## src/rtl/mdu_pkg.sv

```systemverilog
// ============================================================================
// Module   : mdu_pkg
// Purpose  : Shared definitions for the iterative multiply/divide sequencer.
//            Holds the default width, the funct3 opcode encodings, the FSM
//            state type and the operand-signedness helpers.
// Revision : 1.0 - initial release
// ============================================================================
`default_nettype none

package mdu_pkg;

  localparam int XLEN_DEFAULT = 32;

  // funct3 encodings of the RV32M group
  localparam logic [2:0] OP_MUL    = 3'b000;
  localparam logic [2:0] OP_MULH   = 3'b001;
  localparam logic [2:0] OP_MULHSU = 3'b010;
  localparam logic [2:0] OP_MULHU  = 3'b011;
  localparam logic [2:0] OP_DIV    = 3'b100;
  localparam logic [2:0] OP_DIVU   = 3'b101;
  localparam logic [2:0] OP_REM    = 3'b110;
  localparam logic [2:0] OP_REMU   = 3'b111;

  typedef enum logic [1:0] {
    IDLE = 2'd0,
    CALC = 2'd1,
    FIX  = 2'd2,
    DONE = 2'd3
  } state_t;

  // rs1 is treated as signed by every op except the fully unsigned ones
  function automatic logic is_signed_rs1(input logic [2:0] op);
    return (op != OP_MULHU) && (op != OP_DIVU) && (op != OP_REMU);
  endfunction

  // rs2 is signed only for the fully signed high multiply and signed divide
  function automatic logic is_signed_rs2(input logic [2:0] op);
    return (op == OP_MULH) || (op == OP_DIV) || (op == OP_REM);
  endfunction

  // funct3[2] separates the divide/remainder group from the multiplies
  function automatic logic is_div_op(input logic [2:0] op);
    return op[2];
  endfunction

endpackage

`default_nettype wire

```

## src/rtl/mdu_if.sv

```systemverilog
// ============================================================================
// Module   : mdu_if
// Purpose  : Request/response handshake bundle between the core EX stage
//            (master) and the multiply/divide sequencer (slave). Signal
//            names are written from the sequencer's point of view.
// Revision : 1.0 - initial release
// ============================================================================
`default_nettype none

interface mdu_if #(
  parameter int XLEN = mdu_pkg::XLEN_DEFAULT
);

  logic            i_valid;
  logic            o_ready;
  logic [2:0]      i_op;
  logic [XLEN-1:0] i_1;
  logic [XLEN-1:0] i_2;
  logic            o_valid;
  logic            i_ready;
  logic [XLEN-1:0] o_1;
  logic            o_busy;

  modport master (
    output i_valid, i_op, i_1, i_2, i_ready,
    input  o_ready, o_valid, o_1, o_busy
  );

  modport slave (
    input  i_valid, i_op, i_1, i_2, i_ready,
    output o_ready, o_valid, o_1, o_busy
  );

endinterface

`default_nettype wire

```

## src/rtl/mdu_step.sv

```systemverilog
// ============================================================================
// Module   : mdu_step
// Purpose  : One iteration of the shared multiply/divide datapath, built
//            around a single (XLEN+1)-bit adder/subtractor.
//            Multiply : shift-add; the low half of the accumulator holds the
//                       remaining multiplier bits, the high half the partial
//                       product. o_bit is the multiplier bit consumed.
//            Divide   : restoring division; high half is the partial
//                       remainder, low half shifts dividend bits out and
//                       quotient bits in. o_bit is the new quotient bit and
//                       is left for the caller to place in o_acc[0].
// Revision : 1.0 - initial release
// ============================================================================
`default_nettype none

module mdu_step
  import mdu_pkg::*;
#(
  parameter int XLEN = XLEN_DEFAULT
) (
  input  wire logic [2*XLEN-1:0] i_acc,
  input  wire logic [XLEN-1:0]   i_operand,
  input  wire logic              i_div,
  output logic      [2*XLEN-1:0] o_acc,
  output logic                   o_bit
);

  logic [XLEN:0] w_sum;
  logic [XLEN:0] w_top;
  logic [XLEN:0] w_trial;

  // Single iteration: add-and-shift-right for multiply, shift-left-and-trial-subtract for divide
  always_comb begin
    w_sum   = {1'b0, i_acc[2*XLEN-1:XLEN]} + (i_acc[0] ? {1'b0, i_operand} : '0);
    // partial remainder shifted left with the next dividend bit appended;
    // it is always below 2*divisor, so the 33-bit difference cannot wrap
    w_top   = {i_acc[2*XLEN-1:XLEN], i_acc[XLEN-1]};
    w_trial = w_top - {1'b0, i_operand};
    o_acc   = '0;
    o_bit   = 1'b0;
    if (i_div) begin
      o_bit = ~w_trial[XLEN];
      o_acc = {(o_bit ? w_trial[XLEN-1:0] : w_top[XLEN-1:0]),
               i_acc[XLEN-2:0], 1'b0};
    end else begin
      o_bit = i_acc[0];
      o_acc = {w_sum, i_acc[XLEN-1:1]};
    end
  end

endmodule

`default_nettype wire

```

## src/rtl/mdu_sequencer.sv

```systemverilog
// ============================================================================
// Module   : mdu_sequencer
// Purpose  : Iterative RV32M multiply/divide unit. Operands are converted to
//            unsigned magnitudes at accept, XLEN iterations of mdu_step run
//            in CALC, signs and divide-by-zero are applied in FIX, and the
//            result is held in DONE until the consumer takes it.
// Options  : MDU_EARLY_DONE_EN - when defined, a zero divisor (DIV*/REM*) or
//            a zero operand (MUL*) skips CALC and goes straight to FIX.
// Revision : 1.0 - initial release
// ============================================================================
`default_nettype none

module mdu_sequencer
  import mdu_pkg::*;
#(
  parameter int XLEN = XLEN_DEFAULT
) (
  input wire logic i_clk,
  input wire logic i_rst,
  mdu_if.slave     bus
);

  localparam int                  c_CNT_W    = $clog2(XLEN);
  localparam logic [c_CNT_W-1:0]  c_CNT_LAST = c_CNT_W'(XLEN - 1);

`ifdef MDU_EARLY_DONE_EN
  localparam logic c_EARLY = 1'b1;
`else
  localparam logic c_EARLY = 1'b0;
`endif

  state_t              r_state;
  logic [c_CNT_W-1:0]  r_cnt;
  logic [2*XLEN-1:0]   r_acc;
  logic [XLEN-1:0]     r_operand;
  logic [XLEN-1:0]     r_rs1;
  logic [2:0]          r_op;
  logic                r_neg_res;
  logic                r_neg_rem;
  logic                r_div0;
  logic                r_ready;
  logic                r_valid;
  logic                r_busy;
  logic [XLEN-1:0]     r_result;

  logic                w_is_div;
  logic                w_a_neg;
  logic                w_b_neg;
  logic [XLEN-1:0]     w_a_mag;
  logic [XLEN-1:0]     w_b_mag;
  logic                w_zero_case;
  logic                w_early;
  logic [2*XLEN-1:0]   w_step_acc;
  logic                w_step_bit;
  logic [2*XLEN-1:0]   w_prod;
  logic [XLEN-1:0]     w_quo;
  logic [XLEN-1:0]     w_rem;
  logic [XLEN-1:0]     w_result;

  assign bus.o_ready = r_ready;
  assign bus.o_valid = r_valid;
  assign bus.o_busy  = r_busy;
  assign bus.o_1     = r_result;

  // Operand conditioning at accept: signs and unsigned magnitudes
  assign w_is_div    = is_div_op(bus.i_op);
  assign w_a_neg     = is_signed_rs1(bus.i_op) & bus.i_1[XLEN-1];
  assign w_b_neg     = is_signed_rs2(bus.i_op) & bus.i_2[XLEN-1];
  assign w_a_mag     = w_a_neg ? -bus.i_1 : bus.i_1;
  assign w_b_mag     = w_b_neg ? -bus.i_2 : bus.i_2;
  assign w_zero_case = w_is_div ? (bus.i_2 == '0)
                                : ((bus.i_1 == '0) || (bus.i_2 == '0));
  assign w_early     = c_EARLY & w_zero_case;

  mdu_step #(
    .XLEN (XLEN)
  ) u_step (
    .i_acc     (r_acc),
    .i_operand (r_operand),
    .i_div     (r_op[2]),
    .o_acc     (w_step_acc),
    .o_bit     (w_step_bit)
  );

  // Sign fix-up and result selection evaluated while in FIX
  always_comb begin
    w_prod   = r_neg_res ? -r_acc : r_acc;
    w_quo    = r_neg_res ? -r_acc[XLEN-1:0] : r_acc[XLEN-1:0];
    w_rem    = r_neg_rem ? -r_acc[2*XLEN-1:XLEN] : r_acc[2*XLEN-1:XLEN];
    // a zero divisor overrides whatever the magnitude path produced
    if (r_div0) begin
      w_quo = '1;
      w_rem = r_rs1;
    end
    w_result = '0;
    case (r_op)
      OP_MUL:                       w_result = w_prod[XLEN-1:0];
      OP_MULH, OP_MULHSU, OP_MULHU: w_result = w_prod[2*XLEN-1:XLEN];
      OP_DIV, OP_DIVU:              w_result = w_quo;
      default:                      w_result = w_rem;
    endcase
  end

  // Control FSM with iteration counter, operand registers and registered handshake outputs
  always_ff @(posedge i_clk or posedge i_rst) begin
    if (i_rst) begin
      r_state   <= IDLE;
      r_cnt     <= '0;
      r_acc     <= '0;
      r_operand <= '0;
      r_rs1     <= '0;
      r_op      <= '0;
      r_neg_res <= 1'b0;
      r_neg_rem <= 1'b0;
      r_div0    <= 1'b0;
      r_ready   <= 1'b1;
      r_valid   <= 1'b0;
      r_busy    <= 1'b0;
      r_result  <= '0;
    end else begin
      case (r_state)
        IDLE: begin
          if (bus.i_valid) begin
            r_op      <= bus.i_op;
            r_rs1     <= bus.i_1;
            r_neg_res <= w_a_neg ^ w_b_neg;
            r_neg_rem <= w_a_neg;
            r_div0    <= (bus.i_2 == '0);
            r_cnt     <= '0;
            r_ready   <= 1'b0;
            r_busy    <= 1'b1;
            if (w_is_div) begin
              r_acc     <= {{XLEN{1'b0}}, w_a_mag};
              r_operand <= w_b_mag;
            end else begin
              r_acc     <= {{XLEN{1'b0}}, w_b_mag};
              r_operand <= w_a_mag;
            end
            if (w_early) begin
              // product of a zero operand is zero; divide-by-zero is forced in FIX
              r_acc   <= '0;
              r_state <= FIX;
            end else begin
              r_state <= CALC;
            end
          end
        end
        CALC: begin
          r_acc <= r_op[2] ? {w_step_acc[2*XLEN-1:1], w_step_bit} : w_step_acc;
          if (r_cnt == c_CNT_LAST) begin
            r_cnt   <= '0;
            r_state <= FIX;
          end else begin
            r_cnt <= r_cnt + 1'b1;
          end
        end
        FIX: begin
          r_result <= w_result;
          r_valid  <= 1'b1;
          r_state  <= DONE;
        end
        DONE: begin
          if (bus.i_ready) begin
            r_valid <= 1'b0;
            r_busy  <= 1'b0;
            r_ready <= 1'b1;
            r_state <= IDLE;
          end
        end
        default: begin
          r_state <= IDLE;
        end
      endcase
    end
  end

endmodule

`default_nettype wire

```

## src/flat_wrapper.sv

```systemverilog
// flat-port wrapper written by rule: the top's interface ports become plain ports
module mdu_sequencer_flat import mdu_pkg::*;
#(
  parameter int XLEN = XLEN_DEFAULT
)
  (i_clk, i_rst, bus_i_valid, bus_i_op, bus_i_1, bus_i_2, bus_i_ready, bus_o_ready, bus_o_valid, bus_o_1, bus_o_busy);
  mdu_if #(.XLEN(XLEN)) bus_i ();
  input wire logic i_clk;
  input wire logic i_rst;
  input wire logic [$bits(bus_i.i_valid)-1:0] bus_i_valid;
  input wire logic [$bits(bus_i.i_op)-1:0] bus_i_op;
  input wire logic [$bits(bus_i.i_1)-1:0] bus_i_1;
  input wire logic [$bits(bus_i.i_2)-1:0] bus_i_2;
  input wire logic [$bits(bus_i.i_ready)-1:0] bus_i_ready;
  output wire logic [$bits(bus_i.o_ready)-1:0] bus_o_ready;
  output wire logic [$bits(bus_i.o_valid)-1:0] bus_o_valid;
  output wire logic [$bits(bus_i.o_1)-1:0] bus_o_1;
  output wire logic [$bits(bus_i.o_busy)-1:0] bus_o_busy;
  assign bus_i.i_valid = bus_i_valid;
  assign bus_i.i_op = bus_i_op;
  assign bus_i.i_1 = bus_i_1;
  assign bus_i.i_2 = bus_i_2;
  assign bus_i.i_ready = bus_i_ready;
  assign bus_o_ready = bus_i.o_ready;
  assign bus_o_valid = bus_i.o_valid;
  assign bus_o_1 = bus_i.o_1;
  assign bus_o_busy = bus_i.o_busy;
  mdu_sequencer #(.XLEN(XLEN)) u_core (.i_clk(i_clk), .i_rst(i_rst), .bus(bus_i));
endmodule
```

## config.mk

```make
export PLATFORM = sky130hd
export DESIGN_NAME = mdu_sequencer_flat
export DESIGN_NICKNAME = d
export VERILOG_FILES = /design/src/rtl/mdu_pkg.sv /design/src/rtl/mdu_if.sv /design/src/rtl/mdu_step.sv /design/src/rtl/mdu_sequencer.sv /design/src/flat_wrapper.sv
export SDC_FILE = /design/constraint.sdc
export NUM_CORES = 1
export LEC_CHECK = 0
export CORE_AREA = 5 5 174 176
export CTS_BUF_LIST = sky130_fd_sc_hd__clkbuf_8
export CTS_CLUSTER_DIAMETER = 40
export CTS_CLUSTER_SIZE = 10
export DETAILED_ROUTE_END_ITERATION = 12
export DIE_AREA = 0 0 179 181
export PLACE_DENSITY_LB_ADDON = 0.25
export SYNTH_ARGS = -nofsm -noshare
export SYNTH_HDL_FRONTEND = slang
export SYNTH_SLANG_ARGS = --single-unit
```

## constraint.sdc

```tcl
create_clock -name i_clk -period 6.38 [get_ports i_clk]
set_input_delay 1.276 -clock i_clk [delete_from_list [all_inputs] [get_ports i_clk]]
set_output_delay 1.276 -clock i_clk [all_outputs]
set_load 0.01 [all_outputs]
```

==> key figures <==
Power
  • Sw Share: 0.520
  • Internal Pwr Total: roughly 4.4 mW
  • Cell Pwr Density: 525 nW/um2
  • P_sw: 4.72 mW
  • Clock power share: 0.090
  • Max IR drop VDD: roughly 400 uV
  • Sequential power share: 0.269
  • Combinational group share of total power: 0.642
  • P_leak: roughly 7 nW

Logic synthesis
  • Syn Inst Count: 2022
  • Post-synth top area share: 0.278
  • Synth area leader: dfrtp_1
  • Top FF cell, synth: dfrtp_1
  • Number of synthesized flops with an enable pin: 0
  • Mean area per synthesized cell: between 7 and 8 um2
  • Post-synth net total: 2169
  • Seq cells post-synth: 176
  • Post-synthesis sequential area ratio: 0.280
  • Synth top area cells: dfrtp_1 28%, a21oi_1 7.1%, ha_1 5.9%
  • Cell variety after synth: 76
  • Async S/R FF share, synth: 1.00
  • Post-synth design cell area: around 16000 um2
  • Ys Warns: 0

CTS
  • Number of gates resized after cts: 0
  • Clk_lat worst skew: 0.49 ns
  • Clock Sinks: 176
  • CTS root buf: clkbuf_8
  • H-Tree Depth: 4
  • Postcts setup bufs: 0
  • Clock Pin Slew Worst Setup and Hold Paths: about 0.11 ns
  • CTS tree: done
  • Maximum clock path buffer count: 2
  • Num CTS Buffers: 17
  • Cts hold-fix bufs: 0

Worst hold path
  • Worst hold path class: register to register
  • Hold_sp: u_core.r_operand[24]
  • Worst hold path cell count: 2
  • Hold endpoint: u_core.r_operand[24]

Floorplanning
  • Die span in x: ~180 um
  • Die H: 181 um
  • I/O Pins: 106
  • Die area: ~32000 um2
  • Starting Density: 0.553
  • CORE AREA: roughly 28000 um2
  • Site row count: 62

Global routing
  • First-pass GRT wire length: 82800 um
  • Initial antenna violation count: 0
  • Largest net degree at the start of global routing: 105
  • Gr ovfl total: 0
  • Total track usage: 0.328
  • Number of global-route vias before repair: ~14000

Worst setup path
  • Worst EP required: between 6 and 7 ns
  • R2R cell count: 11
  • CP endpoint kind: register
  • CP Class: register to register
  • CP most frequent cell: inv_1
  • Worst setup SP type: register
  • Slowest stage delay, CP: 0.84 ns
  • Critical path's slowest cell: inv_1
  • Crit path arrival time: 4.85 ns
  • CP Cell Sequence: inv_1 > ha_1 > inv_1 > nor4b_4 > nand3_2 > or3_1 > or4_1 > o41ai_2 > xnor2_1 > a221oi_1 > a21oi_1
  • R2R setup slack: 1.88 ns
  • Reg-to-reg startpoint: u_core.r_acc[0]
  • Worst r2r dst: u_core.bus.o_1[18]
  • Max FO, Critical Path: 31

STA
  • Post-route minimum period: 4.50 ns
  • Final worst slack: 1.88 ns
  • Slew margin rel.: 0.213
  • Clock skew: 0.0185 ns
  • RSZ-0062 raised after global routing: false
  • Final setup violation count: 0
  • Slew @ Worst Pin: roughly 1.2 ns
  • Final slew viol count: 0
  • Hold Vio Cnt, Final: 0
  • Setup TNS: 0 ns
  • Final period util: 0.706
  • Fmax: 222 MHz

Layout
  • Synthesis-to-finish area growth: 9.75%
  • Layout cells sized above 1: 0.0682
  • Post-Route Utilization: 0.607
  • Antenna fix cells: 0
  • Nets: 2172
  • Post-Layout Cell Count: 2422

Routing
  • Remaining antenna violation count after routing: 0
  • Drt total wl: between 50000 and 60000 um
  • Vias per std cell: 6.39
  • Drt first pass iters: 6
  • Drt wl/cell: 22.2 um
  • Initial DRC Count: between 2000 and 2500
  • # DRC: 0
  • Via count: 15500

Place
  • Pre-CTS WS: 1.90 ns
  • Final Wtd Congestion: 0.984
  • Port Buffers: 105
  • Placed cell count: around 2400
  • Post-DP HPWL: 41400 um

Run
  • Maxcap violations: 0

Outcome
  • Outcome: finished, final reports clean
[worst max path at each step]
stage | cells after the start | slack (ns) | endpoint | startpoint
2_1_floorplan | 1 | 0.33 | u_core.bus.o_1[0] | i_rst
3_3_place_gp | 9 | 1.96 | u_core.r_acc[19] | bus_i_1[7]
3_5_place_dp | 9 | 1.90 | u_core.r_acc[19] | bus_i_1[7]
4_1_cts | 11 | 1.98 | u_core.bus.o_1[18] | u_core.r_acc[0]
5_1_grt | 11 | 1.63 | u_core.bus.o_1[12] | u_core.r_acc[0]
6_report | 11 | 1.88 | u_core.bus.o_1[18] | u_core.r_acc[0]
[placed cells by master, fill, tap and decap left out, types with 54 or more instances in the layout]
cell,instances
inv_1,71
nor2_1,225
dfrtp_1,172
mux2_2,54
a21oi_1,222
o21ai_0,169
clkdlybuf4s50_1,104
nand2_1,195
xnor2_1,101
ha_1,72
xor2_1,102
[per-stage QoR]
step / hold slack (ns) / instance area, um2 / total power [mW]
2_1_floorplan: 0.450 / 15800 / 6.44
3_3_place_gp: 0.461 / 16900 / 8.02
3_5_place_dp: 0.471 / 16900 / 8.11
4_1_cts: 0.495 / 17300 / 8.94
5_1_grt: 0.508 / 17300 / 9.75
6_report: 0.491 / 17300 / 9.08
[kinds of logic (layout without fill, tap and decap cells)]
group,count (synthesis),in the layout,synth area share
muxes,95,95,0.0647
AOI/OAI and AO/OA,655,655,0.253
and+or+nand+nor,610,610,0.178
xor gates and xnor gates,203,203,0.113
buffers and inverters,207,223,0.0505
DFF,176,176,0.280
adders and majority gates,76,76,0.0613
[power groups by stage]
stage | sequential [mW] | clock (mW) | combinational, mW
after global placement | 2.40 | 0 | 5.61
after floorplan | 2.01 | 0 | 4.42
final | 2.44 | 0.814 | 5.83
after global routing | 2.49 | 0.867 | 6.40
after CTS | 2.40 | 0.819 | 5.72
after detailed placement | 2.43 | 0 | 5.68
[state kept, by name (all words and copies together), names as in the netlist]
name and count:
u_core.bus.o_1 32, u_core.bus.o_busy 1, u_core.bus.o_ready 1, u_core.bus.o_valid 1
u_core.r_acc 64, u_core.r_cnt 5, u_core.r_div0 1, u_core.r_neg_rem 1
u_core.r_neg_res 1, u_core.r_op 3, u_core.r_operand 32, u_core.r_rs1 32
u_core.r_state 2
[synth_stat cells, types with 8 or more instances]
cell type,instances
a21oi_1,222
a21o_1,33
and2_1,11
o21ai_1,31
a211oi_1,26
or4_1,8
o21a_1,10
clkbuf_1,120
inv_1,72
o21ai_0,169
nand2_1,196
a31oi_1,19
a221oi_1,22
ha_1,74
and3_1,8
or3_1,24
nor3_1,32
o21bai_1,8
dfrtp_1,175
mux2i_1,41
nand3_1,17
nand4_1,14
xnor2_1,101
nor2_1,227
nand2b_1,19
or2_2,8
a22oi_1,20
o211ai_1,10
o31ai_1,22
xor2_1,102
nor2b_1,13
o41ai_1,11
nor4_1,12
mux2_2,54
[layout make-up]
class	count	area [um2]
clock buffer	17	234
clock inverter	15	169
fill	2591	11200
inverter	73	279
multi-input combinational	1639	10600
sequential	176	4410
tap	384	480
timing repair buffer	118	1140
[worst max-delay path: cells and delay by family, from the launching register on]
family                     cells  cell delay [ns]
xor gates and xnor gates       1             0.13
and+or+nand+nor                4             1.59
adders and majority gates      1             0.31
buffers and inverters          2             0.94
DFF                            1             0.52
AOI/OAI and AO/OA              3             0.87
[routing by layer]
metal,part of all wire,track usage,up-vias
li1,-,-,7187
met1,0.43,0.478,7451
met2,0.44,0.496,752
met3,0.096,0.0612,85
met4,0.033,0.0973,0
met5,0,0,-
(Power assumes the default switching activity.)
